--- config.mk ---
export PLATFORM = sky130hd
export DESIGN_NAME = vit_frame_sequencer
export DESIGN_NICKNAME = d
export VERILOG_FILES = /design/src/rtl/vit_frame_sequencer.sv
export SDC_FILE = /design/constraint.sdc
export NUM_CORES = 1
export LEC_CHECK = 0
export CAP_MARGIN = 20
export CELL_PAD_IN_SITES_DETAIL_PLACEMENT = 0
export CELL_PAD_IN_SITES_GLOBAL_PLACEMENT = 2
export CORE_MARGIN = 1.5
export CORE_UTILIZATION = 29
export CTS_CLUSTER_SIZE = 8
export DETAILED_ROUTE_END_ITERATION = 6
export HOLD_SLACK_MARGIN = 0.12
export PLACE_DENSITY = 0.81
export SYNTH_ARGS = -nofsm -noshare
export SYNTH_HDL_FRONTEND = slang
export SYNTH_SLANG_ARGS = --single-unit
--- constraint.sdc ---
create_clock -name clk_i -period 2.6 [get_ports clk_i]
set_input_delay 0.26 -clock clk_i [delete_from_list [all_inputs] [get_ports clk_i]]
set_output_delay 0.26 -clock clk_i [all_outputs]
set_load 0.01 [all_outputs]
--- src/rtl/vit_frame_sequencer.sv ---
// Frame sequencer for viterbi_core: streams softbit words into the input buffer, kicks the core,
// counts output bytes and repeats for a latched frame count. Optional watchdog: VIT_SEQ_TIMEOUT_EN.
module vit_frame_sequencer #(
  parameter int SRC_ADDR_W = 12,
  parameter int SB_W       = 24,
  parameter int LEN_W      = 12,
  parameter int FRM_W      = 8,
  parameter int GAP_W      = 8,
  parameter int BYTE_W     = 10,
  parameter int TO_W       = 16
) (
  input  logic                  clk_i,
  input  logic                  rst_sync_i,
  input  logic                  start_i,
  input  logic [FRM_W-1:0]      frame_cnt_i,
  input  logic [LEN_W-1:0]      words_i,
  input  logic [SRC_ADDR_W-1:0] src_base_i,
  input  logic [GAP_W-1:0]      gap_i,
  input  logic [TO_W-1:0]       timeout_i,
  input  logic                  in_valid_i,
  input  logic [SB_W-1:0]       in_data_i,
  output logic                  in_ready_o,
  output logic                  ibuf_wr_o,
  output logic [SRC_ADDR_W-1:0] ibuf_addr_o,
  output logic [SB_W-1:0]       ibuf_wdata_o,
  output logic                  core_frame_start_o,
  input  logic                  core_frame_done_i,
  input  logic                  dst_wr_i,
  output logic                  busy_o,
  output logic                  done_o,
  output logic [FRM_W-1:0]      frames_done_o,
  output logic [BYTE_W-1:0]     last_bytes_o,
  output logic                  timeout_o
);

  typedef enum logic [2:0] {S_IDLE, S_LOAD, S_GAP, S_KICK, S_WAIT, S_DONE} state_t;

  state_t                state;
  logic [FRM_W-1:0]      frame_cnt_q;
  logic [LEN_W-1:0]      words_q;
  logic [LEN_W-1:0]      idx;
  logic [SRC_ADDR_W-1:0] src_base_q;
  logic [GAP_W-1:0]      gap_q;
  logic [GAP_W-1:0]      gap_cnt;
  logic [BYTE_W-1:0]     byte_cnt;
  logic [BYTE_W-1:0]     byte_next;
  logic                  hs;

`ifdef VIT_SEQ_TIMEOUT_EN
  logic [TO_W-1:0]       timeout_q;
  logic [TO_W-1:0]       wd_cnt;
  logic                  wd_expire;

  // wd_cnt+1 is the number of WAIT cycles including the current one
  assign wd_expire = (timeout_q != '0) && ((wd_cnt + TO_W'(1)) == timeout_q);
`else
  logic                  timeout_unused;

  assign timeout_unused = ^timeout_i;
  assign timeout_o      = 1'b0;
`endif

  assign in_ready_o = (state == S_LOAD);
  assign busy_o     = (state != S_IDLE);
  assign hs         = in_valid_i & in_ready_o;

  // A byte strobe coinciding with frame_done is included in the latched count
  always_comb begin
    byte_next = byte_cnt;
    if (dst_wr_i && (byte_cnt != '1)) byte_next = byte_cnt + BYTE_W'(1);
  end

  always_ff @(posedge clk_i) begin
    if (rst_sync_i) begin
      state              <= S_IDLE;
      frame_cnt_q        <= '0;
      words_q            <= '0;
      idx                <= '0;
      src_base_q         <= '0;
      gap_q              <= '0;
      gap_cnt            <= '0;
      byte_cnt           <= '0;
      ibuf_wr_o          <= 1'b0;
      ibuf_addr_o        <= '0;
      ibuf_wdata_o       <= '0;
      core_frame_start_o <= 1'b0;
      done_o             <= 1'b0;
      frames_done_o      <= '0;
      last_bytes_o       <= '0;
`ifdef VIT_SEQ_TIMEOUT_EN
      timeout_q          <= '0;
      wd_cnt             <= '0;
      timeout_o          <= 1'b0;
`endif
    end else begin
      ibuf_wr_o          <= 1'b0;
      core_frame_start_o <= 1'b0;
      done_o             <= 1'b0;
      if (state != S_GAP) gap_cnt <= GAP_W'(1);

      case (state)
        S_IDLE: begin
          if (start_i) begin
            frame_cnt_q   <= frame_cnt_i;
            words_q       <= words_i;
            src_base_q    <= src_base_i;
            gap_q         <= gap_i;
            idx           <= '0;
            frames_done_o <= '0;
`ifdef VIT_SEQ_TIMEOUT_EN
            timeout_q     <= timeout_i;
            timeout_o     <= 1'b0;
`endif
            if (frame_cnt_i == '0)  state <= S_DONE;
            else if (words_i == '0) state <= S_GAP;
            else                    state <= S_LOAD;
          end
        end
        S_LOAD: begin
          if (hs) begin
            ibuf_wr_o    <= 1'b1;
            ibuf_addr_o  <= src_base_q + SRC_ADDR_W'(idx);
            ibuf_wdata_o <= in_data_i;
            idx          <= idx + LEN_W'(1);
            if (idx == (words_q - LEN_W'(1))) state <= S_GAP;
          end
        end
        S_GAP: begin
          // gap=0 and gap=1 both leave after a single cycle
          if (gap_cnt >= gap_q) begin
            core_frame_start_o <= 1'b1;
            state              <= S_KICK;
          end else begin
            gap_cnt <= gap_cnt + GAP_W'(1);
          end
        end
        S_KICK: begin
          byte_cnt <= '0;
`ifdef VIT_SEQ_TIMEOUT_EN
          wd_cnt   <= '0;
`endif
          state    <= S_WAIT;
        end
        S_WAIT: begin
          byte_cnt <= byte_next;
`ifdef VIT_SEQ_TIMEOUT_EN
          wd_cnt   <= wd_cnt + TO_W'(1);
`endif
          if (core_frame_done_i) begin
            last_bytes_o  <= byte_next;
            frames_done_o <= frames_done_o + FRM_W'(1);
            if ((frames_done_o + FRM_W'(1)) == frame_cnt_q) begin
              state <= S_DONE;
            end else begin
              idx   <= '0;
              state <= (words_q == '0) ? S_GAP : S_LOAD;
            end
          end
`ifdef VIT_SEQ_TIMEOUT_EN
          else if (wd_expire) begin
            timeout_o <= 1'b1;
            state     <= S_DONE;
          end
`endif
        end
        S_DONE: begin
          done_o <= 1'b1;
          state  <= S_IDLE;
        end
        default: state <= S_IDLE;
      endcase
    end
  end

endmodule

Word level (Yosys, flattened, before mapping)
Cells that the tools add are included.

operators by class
  add/sub/neg operators = 6
  $mul = 0
  divide/modulo/power cells = 0
  order comparisons = 1
  eq/ne operators = 15
  shift-type cells = 0
  mux-type cells = 26
  bitwise gates (word level) = 3
  reduce and logical (&&, ||, !) cells = 17

operators by type and width
  operator                                                              count
  12-bit two-way mux                                                    4
  8-bit two-way mux                                                     5
  12-bit one-hot mux with 3 select lines                                1
  12-bit logical NOT                                                    2
  3-bit two-way mux                                                     7
  10-bit one-hot mux with 2 select lines                                1
  8-bit by 1-bit adder with 8-bit output, second input constant         2
  8-bit one-hot mux with 2 select lines                                 1
  3-bit one-hot mux with 5 select lines                                 1
  12-bit by 1-bit adder with 12-bit output, second input constant       1
  12-bit adder                                                          1
  12-bit == test                                                        1
  12-bit by 1-bit subtractor with 12-bit output, second input constant  1
  10-bit by 1-bit adder with 10-bit output, second input constant       1
  10-bit two-way mux                                                    1
  10-bit != test, second input constant                                 1
  5-bit AND reduction                                                   2
  8-bit == test                                                         1
  8-bit >= comparator                                                   1
  8-bit logical NOT                                                     1
  2-bit != test, second input constant                                  4
  3-bit by 2-bit == test with 1-bit output, second input constant       2
  3-bit == test, second input constant                                  2
  2-bit AND reduction                                                   3
  13 further kinds                                                      21

storage, ports and cells
  flip-flop bits (word level) = 130
  bits in latches = 0
  bits in writable memories = 0
  ROM bits = 0
  bits of input ports = 86
  output and inout bits = 60
  word-level logic and storage cells = 83
  memories kept = 0

Logic depth before layout (Yosys ltp)
  depth after elaboration = 5
  mapped depth = 11
  depth with buffers taken out = 11

Worst setup path after synthesis
No wires, ideal clock.

  path type = reg2reg
  from = register frames_done_o[0]
  to = register idx[0]
  setup time = 0.115 ns
  arrival time = 2.313 ns
  data required time = 2.485 ns
  slack = 0.172 ns
  stages on the path, launching flop included = 11
  buffers on the path = 1
  clock period less this slack = 2.428 ns
  path through = dfxtp_1 -> ha_1 -> xor2_1 -> a2111oi_2 -> o2111ai_1 -> a2111oi_4 -> and3_4 -> o21a_4 -> buf_6 -> nor3_1 -> o21ba_1

on the way
  word-level cells in the longest chain between the ends = 4

ends and longest elaborated chain
  element                                 line  text
  from (decl)                             31    output logic [FRM_W-1:0] frames_done_o,
  from (signal assigned)                  151   frames_done_o <= frames_done_o + FRM_W'(1);
  8-bit by 1-bit adder with 8-bit output  152   if ((frames_done_o + FRM_W'(1)) == frame_cnt_q) begin
  8-bit == test                           152
  2-bit != test (no source line)          -
  5-bit AND reduction (no source line)    -
  to (signal assigned)                    124   idx <= idx + LEN_W'(1);
  to (decl)                               41    logic [LEN_W-1:0] idx;

No other way between the ends.
A chain may end at the register's enable or synchronous reset.

Final worst setup path
  from = register src_base_q[1]
  to = register ibuf_addr_o[9]

on the way
  word-level cells in the longest chain between the ends = 1

ends and longest elaborated chain
  element                 line  text
  from (decl)             42    logic [SRC_ADDR_W-1:0] src_base_q;
  from (signal assigned)  106   src_base_q <= src_base_i;
  12-bit adder            122   ibuf_addr_o <= src_base_q + SRC_ADDR_W'(idx);
  to (signal assigned)    122
  to (decl)               24    output logic [SRC_ADDR_W-1:0] ibuf_addr_o,

No other way between the ends.

==> impl_metrics.tcl <==
set metrics [dict create \
    status "finished, final reports clean" \
    p_per_area_mw_per_mm2 734 \
    synth_fp_nets 979 \
    ys_seq_area_frac 0.385 \
    synth_fa_ha_area_frac 0.0493 \
    rsz0062_at_grt "false" \
    drtAntennaViolNets 0 \
    slew_viol_final 0 \
    p_int_w 0.00447 \
    r2r_end "ibuf_addr_o[9]$_SDFFE_PP0P_" \
    whs_ns 0.348 \
    hold_viol_final 0 \
    h-tree-depth 4 \
    synth_cell_types 65 \
    clkLatencyLatePin_ns 0.42 \
    synth_compound_area_frac 0.191 \
    gp_congestion 0.797 \
    drt-wirelength-per-cell_um 14.8 \
    p_leak_nw 3.40 \
    area_delta_synth_final_pct 35.4 \
    track_usage 0.166 \
    fillers 2399 \
    synth_mux_area_frac 0.00890 \
    start_kind "flip-flop" \
    wl_met3_um 787 \
    r2r_setup_slack_ns 0.13 \
    clockBufferDepth 2 \
    finalSetupViolations 0 \
    vias_per_cell 4.93 \
    wl_met1_um 9260 \
    synth-edff-count 0 \
    yosys.area.top_type "dfxtp_1" \
    async_reset_ff_frac 0 \
    diodes 0 \
    cts_sinks 130 \
    drt_pass1_iterations 4 \
    syn-cell-area_mm2 0.00675 \
    hold_end "last_bytes_o[9]$_SDFFE_PP0P_" \
    core_area_mm2 0.0227 \
    synth_xor_area_frac 0.0658 \
    num_rows 55 \
    fin_nets 1118 \
    grt_pass1_wl_um 31700 \
    synth-seq-cells 130 \
    drc 0 \
    p_sw_w 0.00225 \
    cts_tree "built" \
    hpwl_um 13900 \
    routed-wl-met2_um 9100 \
    drive_above_1_share 0.0962 \
    grt_pass1_vias 6216 \
    synth_common_cells "181 x nand2_1, 130 x dfxtp_1, 110 x a21oi_1, 63 x nor2_1, 44 x clkbuf_1" \
    total_power_w 0.00671 \
    antenna_found_initial 0 \
    avgSynthCellArea_um2 7.79 \
    synth-simple-area-share 0.249 \
    reg2reg_depth 9 \
    fp.dieW_um 156 \
    initial_core_util 0.297 \
    maxCapViolations 0 \
    r2r_start "src_base_q[1]$_SDFFE_PP0P_" \
    synth_top_family_by_area "simple AND/OR/NAND/NOR gates" \
    path_class "flip-flop to flip-flop" \
    p_sw_frac 0.335 \
    cp_data_arrival_time_ns 2.76 \
    ir_drop_v 0.000437 \
    worstPathMaxFanout 3 \
    ys_warn_count 0 \
    finalClockSkew_ns 0.00626 \
    synth_top_flop_cell "dfxtp_1" \
    root_buffer "clkbuf_16" \
    die-area_mm2 0.0242 \
    finalCriticalPeriod_ns 2.47 \
    worst_hold_path_type "primary input to flip-flop" \
    min-delay-start "rst_sync_i" \
    drt_wl_total_um 19300 \
    io_pins 146 \
    p_clk_frac 0.358 \
    max_freq_mhz 405 \
    post-synth-top-count-cell "nand2_1" \
    synth_top_cell_area_share 0.385 \
    synth_cells 867 \
    required_ns 2.89 \
    power_frac_comb 0.295 \
    crit_path_end_kind "flip-flop" \
    clk_pin_slew_ns 0.06 \
    grt_max_degree 111 \
    cts_buffers 17 \
    drtIter0Drc 330 \
    top_layer "met4" \
    gr-total-overflow 0 \
    final.setup.tns_ns 0 \
    timing.final.crit_share 0.950 \
    worstMarginPinSlew_ns 0.571 \
    port_buffers 128 \
    synth_area_leaders "dfxtp_1 39%, nand2_1 10%, a21oi_1 8.2%" \
    die_h_um 156 \
    hold_depth 4 \
    vias 6432 \
    relSlewSlack 0.620 \
    seqPwrFrac 0.347 \
]
layer usage:
metal,vias up,GRT usage
met1,3023,0.213
met2,100,0.279
met3,10,0.0381
met5,-,0
li1,3299,-
met4,0,0.0417
critical path: stages, from the launching register on:
cell and delay [ns]:
dfxtp_1 0.33, ha_1 0.27, a21o_1 0.18, a21o_1 0.21, a2111oi_0 0.44, nor3_1 0.15, a41o_1 0.30, or3_1 0.31
nand3_1 0.09, a21oi_1 0.07
worst max path at each step:
stage                     cells after the start                           end                     startpoint
after floorplan                              10           idx[0]$_SDFFE_PP0P_  frames_done_o[0]$_SDFFE_PP0P_
final                                         9   ibuf_addr_o[9]$_SDFFE_PP0P_     src_base_q[1]$_SDFFE_PP0P_
after global placement                        9  ibuf_addr_o[11]$_SDFFE_PP0P_     src_base_q[1]$_SDFFE_PP0P_
after global routing                         10           idx[1]$_SDFFE_PP0P_  frames_done_o[0]$_SDFFE_PP0P_
after CTS                                    11  ibuf_addr_o[10]$_SDFFE_PP0P_            idx[1]$_SDFFE_PP0P_
after detailed placement                      8         state[0]$_SDFFE_PP0P_                     words_i[7]
stage by stage:
| stage | worst slack (ns) | area [um2] | util | std cells |
|---|---|---|---|---|
| 6_report | 0.130 | 9140 | 0.403 | 1304 |
| 4_1_cts | 0.0977 | 9090 | 0.400 | 1303 |
| 3_3_place_gp | 0.118 | 8500 | 0.374 | 1271 |
| 3_5_place_dp | 0.0865 | 8500 | 0.374 | 1271 |
| 5_1_grt | 0.00756 | 9140 | 0.403 | 1304 |
| 2_1_floorplan | 0.172 | 6750 | - | 867 |
timing repair:
item | 4_1_cts | 5_1_grt
buffers inserted | 0 | 1
setup endpoints to repair | 0 | 16
hold buffers | 0 | 0
resized for setup | 0 | 11
power by group through the flow:
stage / clock network [W] / logic (W) / registers, W
4_1_cts: 0.00247 / 0.00198 / 0.00233
5_1_grt: 0.00255 / 0.00222 / 0.00236
3_3_place_gp: 0 / 0.00197 / 0.00237
3_5_place_dp: 0 / 0.00197 / 0.00237
2_1_floorplan: 0 / 0.00116 / 0.00237
6_report: 0.00241 / 0.00198 / 0.00233
cell type report:
type | instances | area, um2 | area share
Inverter | 25 | 93.8 | 0.0103
Clock buffer | 17 | 425 | 0.0465
Timing Repair Buffer | 175 | 1650 | 0.181
Sequential cell | 130 | 2600 | 0.285
Clock inverter | 15 | 160 | 0.0175
Tap cell | 285 | 357 | 0.0390
Multi-Input combinational cell | 657 | 3850 | 0.421
flip-flops by register name, indices dropped and copies added (netlist names):
signal and cells:
idx 12, words_q 12, core_frame_start_o 1, ibuf_wdata_o 24, byte_cnt 10, gap_cnt 8, ibuf_wr_o 1, frame_cnt_q 8
src_base_q 12, frames_done_o 8, done_o 1, gap_q 8, state 3, ibuf_addr_o 12, last_bytes_o 10
cell families (layout without fill, tap and decap cells):
group / Yosys count / in the layout
DFF: 130 / 130
buffers and inverters: 80 / 232
muxes: 6 / 6
other: 1 / 1
adders and majority gates: 26 / 26
AOI/OAI and AO/OA: 209 / 209
xor gates and xnor gates: 49 / 49
and+or+nand+nor: 366 / 366
cell usage in the layout (no fill, tap or decap), types with 10 or more instances in the layout:
cell type / n
a211oi_1: 12
a21oi_1: 109
and3_1: 10
buf_4: 45
clkbuf_16: 17
clkdlybuf4s50_1: 127
dfxtp_1: 130
ha_1: 24
inv_1: 25
nand2_1: 180
nand3_1: 16
nand4_1: 18
nor2_1: 63
nor3_1: 21
nor4_1: 11
o21ai_0: 28
xnor2_1: 31
xor2_1: 17
No activity file was read; power rests on OpenSTA's default activity.
==> patch (config.mk and constraints unchanged) <==
The option `VIT_SEQ_TIMEOUT_EN` is turned on by a define.
--- a/src/rtl/vit_frame_sequencer.sv
+++ b/src/rtl/vit_frame_sequencer.sv
@@ -1,5 +1,7 @@
 // Frame sequencer for viterbi_core: streams softbit words into the input buffer, kicks the core,
 // counts output bytes and repeats for a latched frame count. Optional watchdog: VIT_SEQ_TIMEOUT_EN.
+`define VIT_SEQ_TIMEOUT_EN
+
 module vit_frame_sequencer #(
   parameter int SRC_ADDR_W = 12,
   parameter int SB_W       = 24,
Formal check against the unedited RTL: not equivalent (a bounded check fails within 10 cycles, from zero or initial values and one cycle with rst_sync_i high).
==> patch against the unedited design <==
Non-clock buffer count grew 36; core utilization shrank 0.78 points; worst setup slack lost 4.5 ps; first-iteration DRC count grew 69%; power shrank 1.6%; area after synthesis grew 27%; worst hold slack lost 160 ps; synthesized cell count grew 29%; sequential cell count grew 33; fmax shrank 0.18%; final area grew 25%; routed wire length grew 35%; largest power group is now sequential cells.
==> patch: results (changes against the unedited design) <==
<table>
<tr><th>Metric</th><th>Value</th></tr>
<tr><th colspan="2">Synthesis</th></tr>
<tr><td>Synth Area in XOR/XNOR</td><td>6.64% (was 6.58%)</td></tr>
<tr><td>Seq/Total Area, Yosys</td><td>38.1% (was 38.5%)</td></tr>
<tr><td>Distinct cell type count after synthesis</td><td>71 (was 65)</td></tr>
<tr><td>Synthesized Nets</td><td>1229 (was 979)</td></tr>
<tr><td>Commonest cells in the synthesized netlist</td><td>229 x sky130_fd_sc_hd__nand2_1, 163 x sky130_fd_sc_hd__dfxtp_1, 148 x sky130_fd_sc_hd__a21oi_1 (was 181 x sky130_fd_sc_hd__nand2_1, 130 x sky130_fd_sc_hd__dfxtp_1, 110 x sky130_fd_sc_hd__a21oi_1)</td></tr>
<tr><td>Share of synthesized area spent on multiplexers</td><td>0.876% (was 0.890%)</td></tr>
<tr><th colspan="2">GRT</th></tr>
<tr><td>Global routing usage on met1</td><td>24.3% (was 21.3%)</td></tr>
<tr><td>Global Route met3 Usage</td><td>3.29% (was 3.81%)</td></tr>
<tr><td>Via count of the first global-routing pass</td><td>7919 (was 6216)</td></tr>
<tr><th colspan="2">Detailed routing</th></tr>
<tr><td>Via count of the routed design</td><td>8209 (was 6432)</td></tr>
<tr><td>M1 wire length</td><td>13200 um (was 9260 um)</td></tr>
<tr><td>Total length of routed wires</td><td>26000 um (was 19300 um)</td></tr>
<tr><td>Initial DRC count</td><td>557 (was 330)</td></tr>
<tr><td>Met2 wire length</td><td>11600 um (was 9100 um)</td></tr>
<tr><th colspan="2">Placed design</th></tr>
<tr><td>Pre-CTS setup slack</td><td>33.7 ps (was 86.5 ps)</td></tr>
<tr><td>Gpl congestion</td><td>0.831 (was 0.797)</td></tr>
<tr><td>Placed cell count</td><td>1633 (was 1271)</td></tr>
<tr><th colspan="2">Worst setup path</th></tr>
<tr><td>Largest driver fanout on the critical path</td><td>8 (was 3)</td></tr>
<tr><td>Arrival time reported for the critical path endpoint</td><td>2830 ps (was 2760 ps)</td></tr>
<tr><th colspan="2">STA</th></tr>
<tr><td>Hold Worst Slack</td><td>191 ps (was 348 ps)</td></tr>
<tr><td>Worst-case clock skew</td><td>12.4 ps (was 6.26 ps)</td></tr>
<tr><th colspan="2">Run status</th></tr>
<tr><td>Outcome</td><td>completed (unchanged)</td></tr>
<tr><th colspan="2">Worst hold path</th></tr>
<tr><td>Endpoint of the worst hold path</td><td>ibuf_wdata_o[22] (was last_bytes_o[9])</td></tr>
<tr><th colspan="2">Finish</th></tr>
<tr><td>Non-filler instance count after layout</td><td>1671 (was 1304)</td></tr>
<tr><th colspan="2">Pwr</th></tr>
<tr><td>Switching power of the nets</td><td>0.00204 W (was 0.00225 W)</td></tr>
<tr><td>Leakage</td><td>4.07 nW (was 3.40 nW)</td></tr>
</table>
patch: cell count changes after synthesis, moves of 6 or more:
cell                       change
sky130_fd_sc_hd__a21oi_1      +38
sky130_fd_sc_hd__a31oi_1       +7
sky130_fd_sc_hd__clkbuf_1     +12
sky130_fd_sc_hd__dfxtp_1      +33
sky130_fd_sc_hd__nand2_1      +48
sky130_fd_sc_hd__nand3_1      +10
sky130_fd_sc_hd__nor2_1       +26
sky130_fd_sc_hd__nor3_1        +6
sky130_fd_sc_hd__o21a_1        +6
sky130_fd_sc_hd__o21ai_0      +13
sky130_fd_sc_hd__xnor2_1       +6
sky130_fd_sc_hd__xor2_1       +11
patch: cell type report:
| type | count | area (um2) |
|---|---|---|
| inverter | 26 | 97.6 |
| clock buffer | 19 | 453 |
| sequential | 163 | 3270 |
| tap | 384 | 480 |
| antenna | 1 | 2.50 |
| multi-input combinational | 854 | 5020 |
| timing repair buffer | 211 | 1970 |
| fill | 3038 | 17500 |
| clock inverter | 13 | 101 |
